<file path="config.mk">
export PLATFORM = sky130hd
export DESIGN_NAME = spi_fifo_wm
export DESIGN_NICKNAME = d
export VERILOG_FILES = /design/src/rtl/spi_fifo_wm.sv
export SDC_FILE = /design/constraint.sdc
export NUM_CORES = 1
export LEC_CHECK = 0
export ABC_AREA = 1
export CELL_PAD_IN_SITES_DETAIL_PLACEMENT = 0
export CELL_PAD_IN_SITES_GLOBAL_PLACEMENT = 2
export CORE_MARGIN = 2
export CORE_UTILIZATION = 37
export CTS_CLUSTER_DIAMETER = 150
export DETAILED_ROUTE_END_ITERATION = 8
export PLACE_DENSITY_LB_ADDON = 0.1
export SYNTH_ARGS = -nofsm -noshare
export SYNTH_HDL_FRONTEND = slang
export SYNTH_SLANG_ARGS = --single-unit
</file>
<file path="constraint.sdc">
create_clock -name clk_i -period 2.68 [get_ports clk_i]
set_clock_uncertainty 0.15 [all_clocks]
set_input_delay 0.536 -clock clk_i [delete_from_list [all_inputs] [get_ports clk_i]]
set_output_delay 0.536 -clock clk_i [all_outputs]
set_load 0.02 [all_outputs]
</file>
<file path="src/rtl/spi_fifo_wm.sv">
// spi_fifo_wm: SPI TX/RX FIFO with req/ack write port and req/resp/ack read port.
// Power-of-two depth, same-cycle push+pop, optional overwrite of the oldest
// entry when full, sticky overflow/underflow flags.
// Optional feature macro: SPI_FIFO_WATERMARK_EN adds almost-full/almost-empty
// watermark inputs and registered outputs.
module spi_fifo_wm #(
    parameter int DATA_WIDTH = 16,
    parameter int FIFO_ADDR  = 4,
    parameter int REG_WIDTH  = 16
) (
    input  logic                  clk_i,
    input  logic                  rst_n_i,
    input  logic                  soft_rst_i,
    input  logic                  allow_overwrite_i,
    input  logic                  clear_flags_i,
    input  logic                  req_a_i,
    input  logic [DATA_WIDTH-1:0] data_a_i,
    output logic                  ack_a_o,
    input  logic                  req_b_i,
    output logic [DATA_WIDTH-1:0] data_b_o,
    output logic                  resp_b_o,
    input  logic                  ack_b_i,
    output logic [REG_WIDTH-1:0]  fifo_occupancy_o,
    output logic                  fifo_full_o,
    output logic                  fifo_empty_o,
    output logic                  overflow_o,
    output logic                  underflow_o
`ifdef SPI_FIFO_WATERMARK_EN
    ,
    input  logic [FIFO_ADDR:0]    afull_thr_i,
    input  logic [FIFO_ADDR:0]    aempty_thr_i,
    output logic                  almost_full_o,
    output logic                  almost_empty_o
`endif
);

    localparam int DEPTH = 2 ** FIFO_ADDR;
    // Occupancy value meaning "full": only the MSB of the count set.
    localparam logic [FIFO_ADDR:0] C_OCC_FULL = {1'b1, {FIFO_ADDR{1'b0}}};

    typedef enum logic {
        WR_IDLE = 1'b0,
        WR_ACK  = 1'b1
    } wr_state_t;

    typedef enum logic {
        RD_IDLE = 1'b0,
        RD_RESP = 1'b1
    } rd_state_t;

    // State registers and their next-state values
    wr_state_t             r_wr_state;
    wr_state_t             w_wr_state_next;
    rd_state_t             r_rd_state;
    rd_state_t             w_rd_state_next;

    logic [DATA_WIDTH-1:0] r_mem [DEPTH];
    logic [FIFO_ADDR-1:0]  r_head;
    logic [FIFO_ADDR-1:0]  r_tail;
    logic [FIFO_ADDR-1:0]  w_head_next;
    logic [FIFO_ADDR-1:0]  w_tail_next;
    logic [FIFO_ADDR:0]    r_occ;
    logic [FIFO_ADDR:0]    w_occ_next;

    logic                  r_pend;
    logic                  w_pend_next;
    logic                  r_ack_a;
    logic                  w_ack_a_next;
    logic                  r_resp_b;
    logic                  w_resp_b_next;
    logic [DATA_WIDTH-1:0] r_data_b;
    logic                  r_overflow;
    logic                  w_overflow_next;
    logic                  r_underflow;
    logic                  w_underflow_next;

    // Event decodes
    logic                  w_rst;
    logic                  w_full;
    logic                  w_empty;
    logic                  w_push;
    logic                  w_pop;
    logic                  w_overwrite;
    logic                  w_rd_start;
    logic                  w_rd_start_valid;
    logic                  w_rd_hold;
    logic                  w_wr_room;

    assign w_rst   = ~rst_n_i | soft_rst_i;
    assign w_full  = (r_occ == C_OCC_FULL);
    assign w_empty = (r_occ == '0);

    // A read request seen in IDLE starts a response this edge.
    assign w_rd_start       = (r_rd_state == RD_IDLE) && req_b_i;
    assign w_rd_start_valid = w_rd_start && !w_empty;
    // Pop only happens on ack of a response that carries real data.
    assign w_pop            = (r_rd_state == RD_RESP) && ack_b_i && r_pend;
    // The head entry is (or is about to be) presented to the reader; it must
    // not be discarded by an overwrite while that is the case.
    assign w_rd_hold        = ((r_rd_state == RD_RESP) && r_pend) || w_rd_start_valid;
    // A pop on the same edge frees a slot, so a full FIFO can still accept.
    assign w_wr_room        = !w_full || w_pop || (allow_overwrite_i && !w_rd_hold);
    assign w_overwrite      = w_push && w_full && !w_pop;

    // Write FSM: accept a write in IDLE, pulse ack for one cycle in ACK.
    always_comb begin
        w_wr_state_next = r_wr_state;
        w_ack_a_next    = 1'b0;
        w_push          = 1'b0;
        case (r_wr_state)
            WR_IDLE: begin
                if (req_a_i && w_wr_room) begin
                    w_push          = 1'b1;
                    w_ack_a_next    = 1'b1;
                    w_wr_state_next = WR_ACK;
                end
            end
            WR_ACK: begin
                w_wr_state_next = WR_IDLE;
            end
            default: begin
                w_wr_state_next = WR_IDLE;
            end
        endcase
    end

    // Read FSM: raise resp on request, hold it until the consumer acknowledges.
    always_comb begin
        w_rd_state_next = r_rd_state;
        w_resp_b_next   = r_resp_b;
        w_pend_next     = r_pend;
        case (r_rd_state)
            RD_IDLE: begin
                if (req_b_i) begin
                    w_rd_state_next = RD_RESP;
                    w_resp_b_next   = 1'b1;
                    w_pend_next     = !w_empty;
                end
            end
            RD_RESP: begin
                if (ack_b_i) begin
                    w_rd_state_next = RD_IDLE;
                    w_resp_b_next   = 1'b0;
                    w_pend_next     = 1'b0;
                end
            end
            default: begin
                w_rd_state_next = RD_IDLE;
            end
        endcase
    end

    // Pointer and occupancy arithmetic; pointers wrap naturally at DEPTH.
    always_comb begin
        w_tail_next = r_tail;
        w_head_next = r_head;
        w_occ_next  = r_occ;
        if (w_push) begin
            w_tail_next = r_tail + 1'b1;
        end
        if (w_pop || w_overwrite) begin
            w_head_next = r_head + 1'b1;
        end
        if (w_rst) begin
            w_occ_next = '0;
        end else if (w_push && !w_pop && !w_overwrite) begin
            w_occ_next = r_occ + 1'b1;
        end else if (w_pop && !w_push) begin
            w_occ_next = r_occ - 1'b1;
        end
    end

    // Sticky flags: clear request first, a coincident set event overrides it.
    always_comb begin
        w_overflow_next  = r_overflow;
        w_underflow_next = r_underflow;
        if (clear_flags_i) begin
            w_overflow_next  = 1'b0;
            w_underflow_next = 1'b0;
        end
        if (w_overwrite) begin
            w_overflow_next = 1'b1;
        end
        if (w_rd_start && w_empty) begin
            w_underflow_next = 1'b1;
        end
    end

    // Control state registers; hard or soft reset overrides every event.
    always_ff @(posedge clk_i) begin
        if (!rst_n_i || soft_rst_i) begin
            r_wr_state  <= WR_IDLE;
            r_rd_state  <= RD_IDLE;
            r_head      <= '0;
            r_tail      <= '0;
            r_occ       <= '0;
            r_pend      <= 1'b0;
            r_ack_a     <= 1'b0;
            r_resp_b    <= 1'b0;
            r_overflow  <= 1'b0;
            r_underflow <= 1'b0;
        end else begin
            r_wr_state  <= w_wr_state_next;
            r_rd_state  <= w_rd_state_next;
            r_head      <= w_head_next;
            r_tail      <= w_tail_next;
            r_occ       <= w_occ_next;
            r_pend      <= w_pend_next;
            r_ack_a     <= w_ack_a_next;
            r_resp_b    <= w_resp_b_next;
            r_overflow  <= w_overflow_next;
            r_underflow <= w_underflow_next;
        end
    end

    // Read data register: captures the head entry, or zero on an empty read.
    always_ff @(posedge clk_i) begin
        if (!rst_n_i || soft_rst_i) begin
            r_data_b <= '0;
        end else if (w_rd_start_valid) begin
            r_data_b <= r_mem[r_head];
        end else if (w_rd_start) begin
            r_data_b <= '0;
        end
    end

    // Storage array; contents survive reset, only the pointers are cleared.
    always_ff @(posedge clk_i) begin
        if (rst_n_i && !soft_rst_i && w_push) begin
            r_mem[r_tail] <= data_a_i;
        end
    end

`ifdef SPI_FIFO_WATERMARK_EN
    logic r_almost_full;
    logic r_almost_empty;

    // Watermarks track the occupancy that will hold after this edge.
    always_ff @(posedge clk_i) begin
        if (!rst_n_i || soft_rst_i) begin
            r_almost_full  <= 1'b0;
            r_almost_empty <= 1'b1;
        end else begin
            r_almost_full  <= (w_occ_next >= afull_thr_i);
            r_almost_empty <= (w_occ_next <= aempty_thr_i);
        end
    end

    assign almost_full_o  = r_almost_full;
    assign almost_empty_o = r_almost_empty;
`endif

    assign ack_a_o          = r_ack_a;
    assign resp_b_o         = r_resp_b;
    assign data_b_o         = r_data_b;
    assign fifo_occupancy_o = REG_WIDTH'(r_occ);
    assign fifo_full_o      = w_full;
    assign fifo_empty_o     = w_empty;
    assign overflow_o       = r_overflow;
    assign underflow_o      = r_underflow;

endmodule

</file>
### Word level (Yosys, flattened, before mapping)

Memories as Yosys holds them, arrays and structs flattened. A register that Yosys moved wholly into a read port is not among the register bits.
Cells that the tools add are included.

* add/subtract/negate cells: 4
* eq/ne operators: 3
* mux-type cells: 22
* bitwise logic cells: 4
* reduce and logical (&&, ||, !) cells: 35

Operators by type and width (count)
* 2-to-1 mux 16 bit: 2
* logical AND 1 bit: 15
* 2-to-1 mux 1 bit: 12
* 2-to-1 mux 5 bit: 2
* adder 4 x 1 -> 4 bit, second input constant: 2
* logical NOT 1 bit: 8
* 2-to-1 mux 4 bit: 2
* one-hot mux 1 bit (2 select lines): 4
* nonzero test 2 bit: 4
* adder 5 x 1 -> 5 bit, second input constant: 1
* equality test 5 bit, second input constant: 1
* logical NOT 5 bit: 1
* logical OR 1 bit: 5
* subtractor 5 x 1 -> 5 bit, second input constant: 1
* != test 2 bit, second input constant: 2
* inverter 1 bit: 3
* AND reduction 2 bit: 1
* OR reduction 2 bit: 1
* bitwise OR 1 bit: 1

* register bits after elaboration: 36
* memory bits (writable): 256
* input port bits: 24
* output and inout bits: 38
* word-level logic and storage cells: 80
* memories: 1

Memory list
* r_mem: words 16, bits a word 16, rd ports 1, clocked after memory_dff 1, write ports 1, RTL line 57 `logic [DATA_WIDTH-1:0] r_mem [DEPTH];`

### Depth between registers and ports, before layout

Gate-level depths: netlist of run 1.

* depth in word-level cells: 15
* depth in mapped cells: 15
* depth with buffers taken out: 15

### Worst setup path after synthesis of run 1

Ideal clock, no wire load.

* path type: input to register
* start point: input ack_b_i
* end point: memory r_mem[4][0], enable pin
* library setup time: 0.409 ns
* arrival: 2.333 ns
* path slack: -0.213 ns
* stages on the path: 8
* buffers on the path: 0
* cells stage by stage: nand2_1 > nor2_1 > nor2_1 > nand2_2 > nand2_4 > nor2_4 > inv_2 > nor3_1

* cells in the longest elaborated chain, start to end: 10

Ends and longest elaborated chain
* start: declaration: RTL line 22 `input logic ack_b_i,`
* logical AND 1 bit (2 in a row): RTL line 97 `assign w_pop = (r_rd_state == RD_RESP) && ack_b_i && r_pend;`
* logical OR 1 bit (2 in a row): RTL line 102 `assign w_wr_room = !w_full || w_pop || (allow_overwrite_i && !w_rd_hold);`
* logical AND 1 bit: RTL line 112 `if (req_a_i && w_wr_room) begin`
* 2-to-1 mux 1 bit: RTL line 112
* 2-to-1 mux 1 bit: RTL line 110 `case (r_wr_state)`
* logical AND 1 bit: RTL line 229 `if (rst_n_i && !soft_rst_i && w_push) begin`
* 2-to-1 mux 1 bit: RTL line 229
* 2-to-1 mux 1 bit (not written as such): RTL line 230 `r_mem[r_tail] <= data_a_i;`
* end: declaration: RTL line 57

Every way passes these cells.

### Worst setup path after layout of run 1

* start point: register r_occ[0]
* end point: output fifo_full_o

* cells in the longest elaborated chain, start to end: 1

Ends and longest elaborated chain
* start: declaration: RTL line 62 `logic [FIFO_ADDR:0] r_occ;`
* start signal: assignment: RTL line 207 `r_occ <= w_occ_next;`
* equality test 5 bit: RTL line 90 `assign w_full = (r_occ == C_OCC_FULL);`
* end: declaration: RTL line 24 `output logic fifo_full_o,`

Every way passes these cells.

==> results of run 1 <==
## how the worst min path moves through the flow
stage | start | endpoint | slack, ns | depth (start not counted)
floorplan | r_pend$_SDFFE_PP0P_ | r_pend$_SDFFE_PP0P_ | 0.32 | 2
global route | data_b_o[12]$_SDFFE_PP0P_ | data_b_o[12]$_SDFFE_PP0P_ | 0.33 | 2
detailed placement | data_b_o[9]$_SDFFE_PP0P_ | data_b_o[9]$_SDFFE_PP0P_ | 0.31 | 2
CTS | data_b_o[12]$_SDFFE_PP0P_ | data_b_o[12]$_SDFFE_PP0P_ | 0.31 | 2
global placement | underflow_o$_SDFFE_PP0P_ | underflow_o$_SDFFE_PP0P_ | 0.31 | 2
finish | data_b_o[12]$_SDFFE_PP0P_ | data_b_o[12]$_SDFFE_PP0P_ | 0.31 | 2
## Yosys cell counts
library cell	instances
inv_2	2
nand4_2	1
conb_1	1
a21oi_1	122
ha_1	8
clkinv_1	1
nand2_2	2
a31oi_1	1
and3_1	1
o21ai_0	67
nand2_1	139
buf_4	18
edfxtp_1	256
xnor2_1	1
buf_6	7
nor2_4	1
buf_1	8
nand3_1	62
nor2_1	33
a21o_1	1
buf_2	8
a21boi_0	1
xor2_1	3
nor3_1	8
o211ai_1	32
nand2_4	1
fa_1	1
clkbuf_1	27
inv_1	156
dfxtp_1	39
o21ai_1	67
## worst register-to-register path, delay by kind of cell, from the launching register on
kind / cells / cell delay [ns]
AO/OA/AOI/OAI: 3 / 0.51
adder cells (fa/ha/maj): 1 / 0.35
AND/OR/NAND/NOR: 8 / 0.83
flip-flops: 1 / 0.36
## stage by stage
| step | setup WS, ns | setup TNS, ns |
|---|---|---|
| 2_1_floorplan | -0.213 | -27.20 |
| 3_3_place_gp | -0.135 | -1.61 |
| 3_5_place_dp | -0.148 | -4.09 |
| 4_1_cts | 0.0832 | 0 |
| 5_1_grt | 0.0336 | 0 |
| 6_report | 0.337 | 0 |
## power by group
| part | leakage (nW) | internal (W) | total [W] | switching (W) |
|---|---|---|---|---|
| registers | 2.62 | 0.00501 | 0.00503 | 0.0000160 |
| clock network | 0.550 | 0.00287 | 0.00465 | 0.00178 |
| logic | 2.23 | 0.000144 | 0.000395 | 0.000251 |
| total | 5.40 | 0.00802 | 0.0101 | 0.00205 |
## placed cells by master, fill, tap and decap left out, types with 2 or more instances in the layout
cell,instances
edfxtp_1,256
inv_1,156
nand2_1,139
a21oi_1,122
o21ai_1,67
o21ai_0,67
nand3_1,62
buf_4,57
clkdlybuf4s50_1,48
dfxtp_1,37
clkbuf_16,37
o211ai_1,32
nor2_1,24
buf_12,16
conb_1,11
nor2_2,9
nor3_2,8
ha_1,8
clkinv_1,6
clkbuf_1,5
xor2_1,3
clkbuf_8,3
bufinv_16,3
clkinv_2,3
nand2_2,2
inv_2,2
dfxtp_4,2
clkinvlp_4,2
## timing repair
item / CTS / global route
setup endpoints to repair: 1 / 2
gates resized for setup: 1 / 3
hold buffers: 0 / 0
## routing by layer
metal	wire length [um]	track usage, %	vias to the layer above
li1	-	-	3908
met1	14200	25.6	3607
met2	14000	29.1	114
met3	955	2.60	46
met4	656	4.79	2
met5	13	0	-
## flip-flops by register name (all words and copies together), names as in the netlist, named ones only
register     cells
r_head           4
data_b_o        16
r_pend           1
r_occ            5
r_mem          256
r_rd_state       1
overflow_o       1
r_wr_state       1
resp_b_o         1
r_tail           4
underflow_o      1
## cells by family (layout without fill, tap and decap cells)
family	count (synthesis)	count (layout)
other cells	1	11
buf+inv	227	341
flops	295	295
xor+xnor	4	4
compound gates	291	291
simple gates	248	248
fa+ha+maj	9	9
## final cells by class
type / instances / area (um^2) / area share [%]
clock buffers: 45 / 986 / 6.63
inverters: 159 / 597 / 4.01
flip-flops and latches: 295 / 8480 / 57.0
multi-input cells: 563 / 2860 / 19.2
clock inverters: 14 / 148 / 0.993
repair buffers: 123 / 1250 / 8.41
well taps: 442 / 553 / 3.72
==> metrics.md, run 1 <==
| Metric | Value |
|---|---|
| Run status | complete, no violations |
| Drt first pass iters | 6 |
| Final Wtd Congestion | between 0.7 and 0.8 |
| Avg WL per Cell | between 15 and 20 um |
| Setup crit end kind | primary output |
| Largest family of logic cells by synthesized area | compound AO/OA/AOI/OAI gates |
| Vias in the first global route | about 7500 |
| Die Y | roughly 190 um |
| Synthesized area per cell | approximately 11 um^2 |
| Clk buf depth | 3 |
| CP Buf/Inv Count | 2 |
| Critical Path Start | r_occ[0]$_SDFFE_PP0P_ |
| Cell variety after synth | 31 |
| Post-synthesis mux area share | 0% |
| Top delay family on crit path | buffers and inverters |
| Achievable clock frequency | between 400 and 500 MHz |
| Slew @ Worst Pin | ~0.66 ns |
| Hold Crit Class | register to register |
| Crit path time final | about 2.3 ns |
| Antenna violations before repair | 1 |
| Total routed wirelength | 29800 um |
| N_diodes | 0 |
| Dpl cell area | roughly 14000 um^2 |
| Reg2reg end | r_occ[4]$_SDFFE_PP0P_ |
| CP max stage cell | dfxtp_1 |
| Post-route cell area | between 10000 and 15000 um^2 |
| Die width | about 190 um |
| Post-CTS setup buffer count | 0 |
| Hold slack | approximately 0.31 ns |
| Drt via density | between 4 and 5 |
| Die ar. | around 34000 um^2 |
| IO Port Bufs | 50 |
| Worst EP required | between 1.5 and 2 ns |
| Mapped Area | approximately 12000 um^2 |
| Pwr Density | between 600 and 700 nW/um^2 |
| Rows | 66 |
| Worst-path clk slew | around 0.060 ns |
| Max Cap Viol | 0 |
| Kind of critical path | register to primary output |
| First-pass GRT wire length | 46200 um |
| GR Overflow Total | 0 |
| Layout Utilization | between 40 and 50% |
| Dpl cells | roughly 1600 |
| Layout cells sized above 1 | about 12% |
| Synth Area in Compound Gates | roughly 13% |
| Critical path endpoint | fifo_full_o |
| Worst r2r src | r_occ[0]$_SDFFE_PP0P_ |
| Setup crit start kind | register |
| Total CTS buffers | 34 |
| Antenna Nets Post-Route | 0 |
| RSZ-0062 raised after global routing | no |
| Final HPWL DP | around 19000 um |
| Synth top area share | 63.0% |
| Iter 0 DRT Violations | about 450 |
| Post-synthesis simple-gate area fraction | between 8 and 9% |
| Peak supply drop | about 0.37 mV |
| Xor-xnor portion of the synthesized cell area | 0.287% |
| CTS tree | yes |
| Largest net degree at the start of global routing | ~80 |
| #FFs+latches synth | roughly 300 |
| H-tree depth | 2 |
| Final Hold Violating Endpoints | 0 |
| Worst R2R Path Depth | 12 |
| Area Overhead vs Synth | 21.8% |
| Post-route DRC | 0 |
| Core area | roughly 33000 um^2 |
| Area leader, netlist | edfxtp_1 |
| Leakage | roughly 5.4 nW |
| WP depth | 4 |
| # setup viols final | 0 |
| CTS sink cnt | 295 |
| Via count | ~7700 |
| Clock Tree Root | clkbuf_16 |
| Synth top area cells | edfxtp_1, dfxtp_1, a21oi_1, inv_1, nand2_1 |
| CP max stage delay | around 0.36 ns |
| Reg2reg setup slack | about 0.37 ns |
| Syn. warnings | 0 |
| Fin crit share | ~87% |
| Clock Latency Late Sink | roughly 0.5 ns |
| Worst EP arrival | around 1.7 ns |
| Final Max Slew Viols | 0 |
| CP Max Fanout | 5 |
| Gr usage total | between 10% and 20% |
| Initial core utilization | 37.5% |
| Max-slew headroom | 56.2% |
| Layout Nets | roughly 1200 |
| Power, Total | 0.0101 W |
| Post-Syn Instances | between 1000 and 1500 |
| Register area share after synthesis | between 60% and 70% |
| Fin cells | ~1600 |
| Ports | between 60 and 70 |
| Synth Area in Adders | 0.984% |
| CP cell instances | nor2_2, nand3_1, inv_1, dlygate4sd2_1 |
| Number of fillers in the final layout | just over 3000 |
Power figures use the tool's default switching activity.
==> run 2, diff against run 1 <==
--- a/config.mk
+++ b/config.mk
@@ -13,6 +13,7 @@
 export CTS_CLUSTER_DIAMETER = 150
 export DETAILED_ROUTE_END_ITERATION = 8
 export PLACE_DENSITY_LB_ADDON = 0.1
+export SLEW_MARGIN = 20
 export SYNTH_ARGS = -nofsm -noshare
 export SYNTH_HDL_FRONTEND = slang
 export SYNTH_SLANG_ARGS = --single-unit
==> results of run 2 <==
No change in the layout: final DEF, timing and power equal those of run 1.
==> run 3, diff against run 2 <==
--- a/config.mk
+++ b/config.mk
@@ -8,11 +8,13 @@
 export ABC_AREA = 1
 export CELL_PAD_IN_SITES_DETAIL_PLACEMENT = 0
 export CELL_PAD_IN_SITES_GLOBAL_PLACEMENT = 2
+export CORE_ASPECT_RATIO = 0.5
 export CORE_MARGIN = 2
 export CORE_UTILIZATION = 37
 export CTS_CLUSTER_DIAMETER = 150
 export DETAILED_ROUTE_END_ITERATION = 8
 export PLACE_DENSITY_LB_ADDON = 0.1
+export REMOVE_ABC_BUFFERS = 1
 export SLEW_MARGIN = 20
 export SYNTH_ARGS = -nofsm -noshare
 export SYNTH_HDL_FRONTEND = slang
==> metrics.md, run 3 (synthesis results as in run 1) <==
| Metric | Value |
|---|---|
| # setup viols final | 0 |
| Most frequent cells in the layout | edfxtp_1, inv_1, nand2_1 |
| Setup_tns | 0 ns |
| Combinational Power Share | roughly 4.4% |
| CTS tree | yes |
| N_diodes | 0 |
| Area Overhead vs Synth | 19.9% |
| Fin cells | approximately 1600 |
| Max Cap Viol | 0 |
| Achievable clock frequency | approximately 420 MHz |
| CP max stage cell | dfxtp_1 |
| Critical Path Start | r_occ[3]$_SDFFE_PP0P_ |
| Die ar. | between 30000 and 40000 um^2 |
| Drt via density | between 4 and 5 |
| CP max stage delay | ~0.35 ns |
| Worst R2R Path Depth | 14 |
| RSZ-0062 raised after global routing | no |
| Clk buf depth | 3 |
| Power, Total | between 0.009 and 0.01 W |
| Antenna Nets Post-Route | 0 |
| Die Y | about 130 um |
| Setup crit end kind | primary output |
| Worst EP arrival | 1.71 ns |
| H-tree depth | 1 |
| Worst-path clk slew | 0.06 ns |
| Most flops, register | r_mem |
| Run status | complete, no violations |
| Number of fillers in the final layout | a little under 3000 |
| Max reg flops | ~260 |
| Hold Path Depth | 2 |
| Post-route DRC | 0 |
| Clock Latency Late Sink | between 0.5 and 0.6 ns |
| Final HPWL DP | 19500 um |
| Worst Min Path Start | data_b_o[11]$_SDFFE_PP0P_ |
| Final Hold Violating Endpoints | 0 |
| Worst r2r src | r_occ[3]$_SDFFE_PP0P_ |
| Setup crit start kind | register |
| Antenna violations before repair | 0 |
| Clk pwr share | between 40% and 50% |
| Max-slew headroom | a little under three fifths |
| Worst EP required | around 2.0 ns |
| CTS sink cnt | approximately 300 |
| Core area | ~32000 um^2 |
| Slew @ Worst Pin | approximately 0.67 ns |
| Reg2reg setup slack | 0.38 ns |
| Rows | 46 |
| Sw Ratio | roughly a fifth |
| Hold slack | ~0.32 ns |
| Gr usage total | a little under a fifth |
| Hold Buf Count CTS | 0 |
| Drt first pass iters | 5 |
| Largest net degree at the start of global routing | between 70 and 80 |
| Hold endpoint | data_b_o[11]$_SDFFE_PP0P_ |
| Iter 0 DRT Violations | between 600 and 700 |
| Die width | around 260 um |
| Crit path time final | about 2.4 ns |
| CP Max Fanout | 4 |
| Avg WL per Cell | ~19 um |
| CP cell instances | nor2_1, nand3_1, inv_1, dlygate4sd2_1 |
| Via count | between 7000 and 8000 |
| Pwr Density | around 640 nW/um^2 |
| Layout Utilization | 45.6% |
| Peak supply drop | 0.426 mV |
| Final Wtd Congestion | approximately 0.79 |
| Initial core utilization | approximately two fifths |
| First-pass GRT wire length | 47000 um |
| Final Max Slew Viols | 0 |
| Total CTS buffers | 28 |
| Dpl cells | between 1500 and 2000 |
| Ports | 62 |
| Reg2reg end | r_occ[4]$_SDFFE_PP0P_ |
| Leakage | between 5 and 6 nW |
| GR Overflow Total | 0 |
| Layout Nets | around 1200 |
| Layout cells sized above 1 | a little over a tenth |
| Clock Tree Root | clkbuf_16 |
| Post-CTS setup buffer count | 0 |
| Kind of critical path | register to primary output |
| Switching pwr | 0.00197 W |
| Fin crit share | 89.5% |
| Hold Crit Class | register to register |
| Total routed wirelength | a little over 30000 um |
| Flop pwr share | a little over half |
| Vias in the first global route | approximately 7600 |
| Internal power | 0.00745 W |
| Commonest non-fill, non-tap cell in the layout | edfxtp_1 |
| IO Port Bufs | 50 |
==> run 3: worst max-delay path by stage <==
stage	slack, ns	depth (start not counted)	end
finish	0.28	4	fifo_full_o
global placement	-0.15	14	r_occ[4]$_SDFFE_PP0P_
detailed placement	-0.13	14	r_occ[4]$_SDFFE_PP0P_
global route	0.08	14	r_occ[4]$_SDFFE_PP0P_
CTS	0.0003	4	fifo_empty_o
floorplan	-2.65	6	data_b_o[0]$_SDFFE_PP0P_
==> run 3: layer usage <==
layer	GRT usage [%]	wire, um	vias up
met4	3.24	436	0
met3	2.87	1300	37
met1	28.0	15600	3741
met5	0	0	-
li1	-	-	3865
met2	26.6	13200	165
==> run 3: repair_timing <==
item,CTS,global route
endpoints found under the setup margin,1,1
gates resized for setup,1,1
pin swaps,0,0
==> run 3: metrics by stage <==
stage	worst slack (ns)	instance area, um^2
4_1_cts	0.000324	14600
3_5_place_dp	-0.129	13700
3_3_place_gp	-0.149	13700
6_report	0.282	14600
5_1_grt	0.0821	14600
2_1_floorplan	-2.65	11900
==> run 3: worst max-delay path: cells and delay by family (launching register included) <==
family	cells	cell delay [ns]
buffers and inverters	2	0.48
DFF	1	0.35
and+or+nand+nor	2	0.33
==> run 3: layout make-up <==
cell class	count	area (um^2)	area share, %
Clock buffer	44	821	5.61
Clock inverter	8	103	0.701
Inverter	159	597	4.08
Multi-Input combinational cell	563	2850	19.5
Sequential cell	295	8480	57.9
Tap cell	432	541	3.69
Timing Repair Buffer	114	1240	8.51
==> run 3: power by group through the flow <==
stage	logic, W	clock network, W	registers [W]
final	0.000412	0.00399	0.00502
after global routing	0.000455	0.00428	0.00502
after CTS	0.000421	0.00411	0.00502
after detailed placement	0.000420	0	0.00512
after global placement	0.000417	0	0.00512
after floorplan	0.000137	0	0.00514
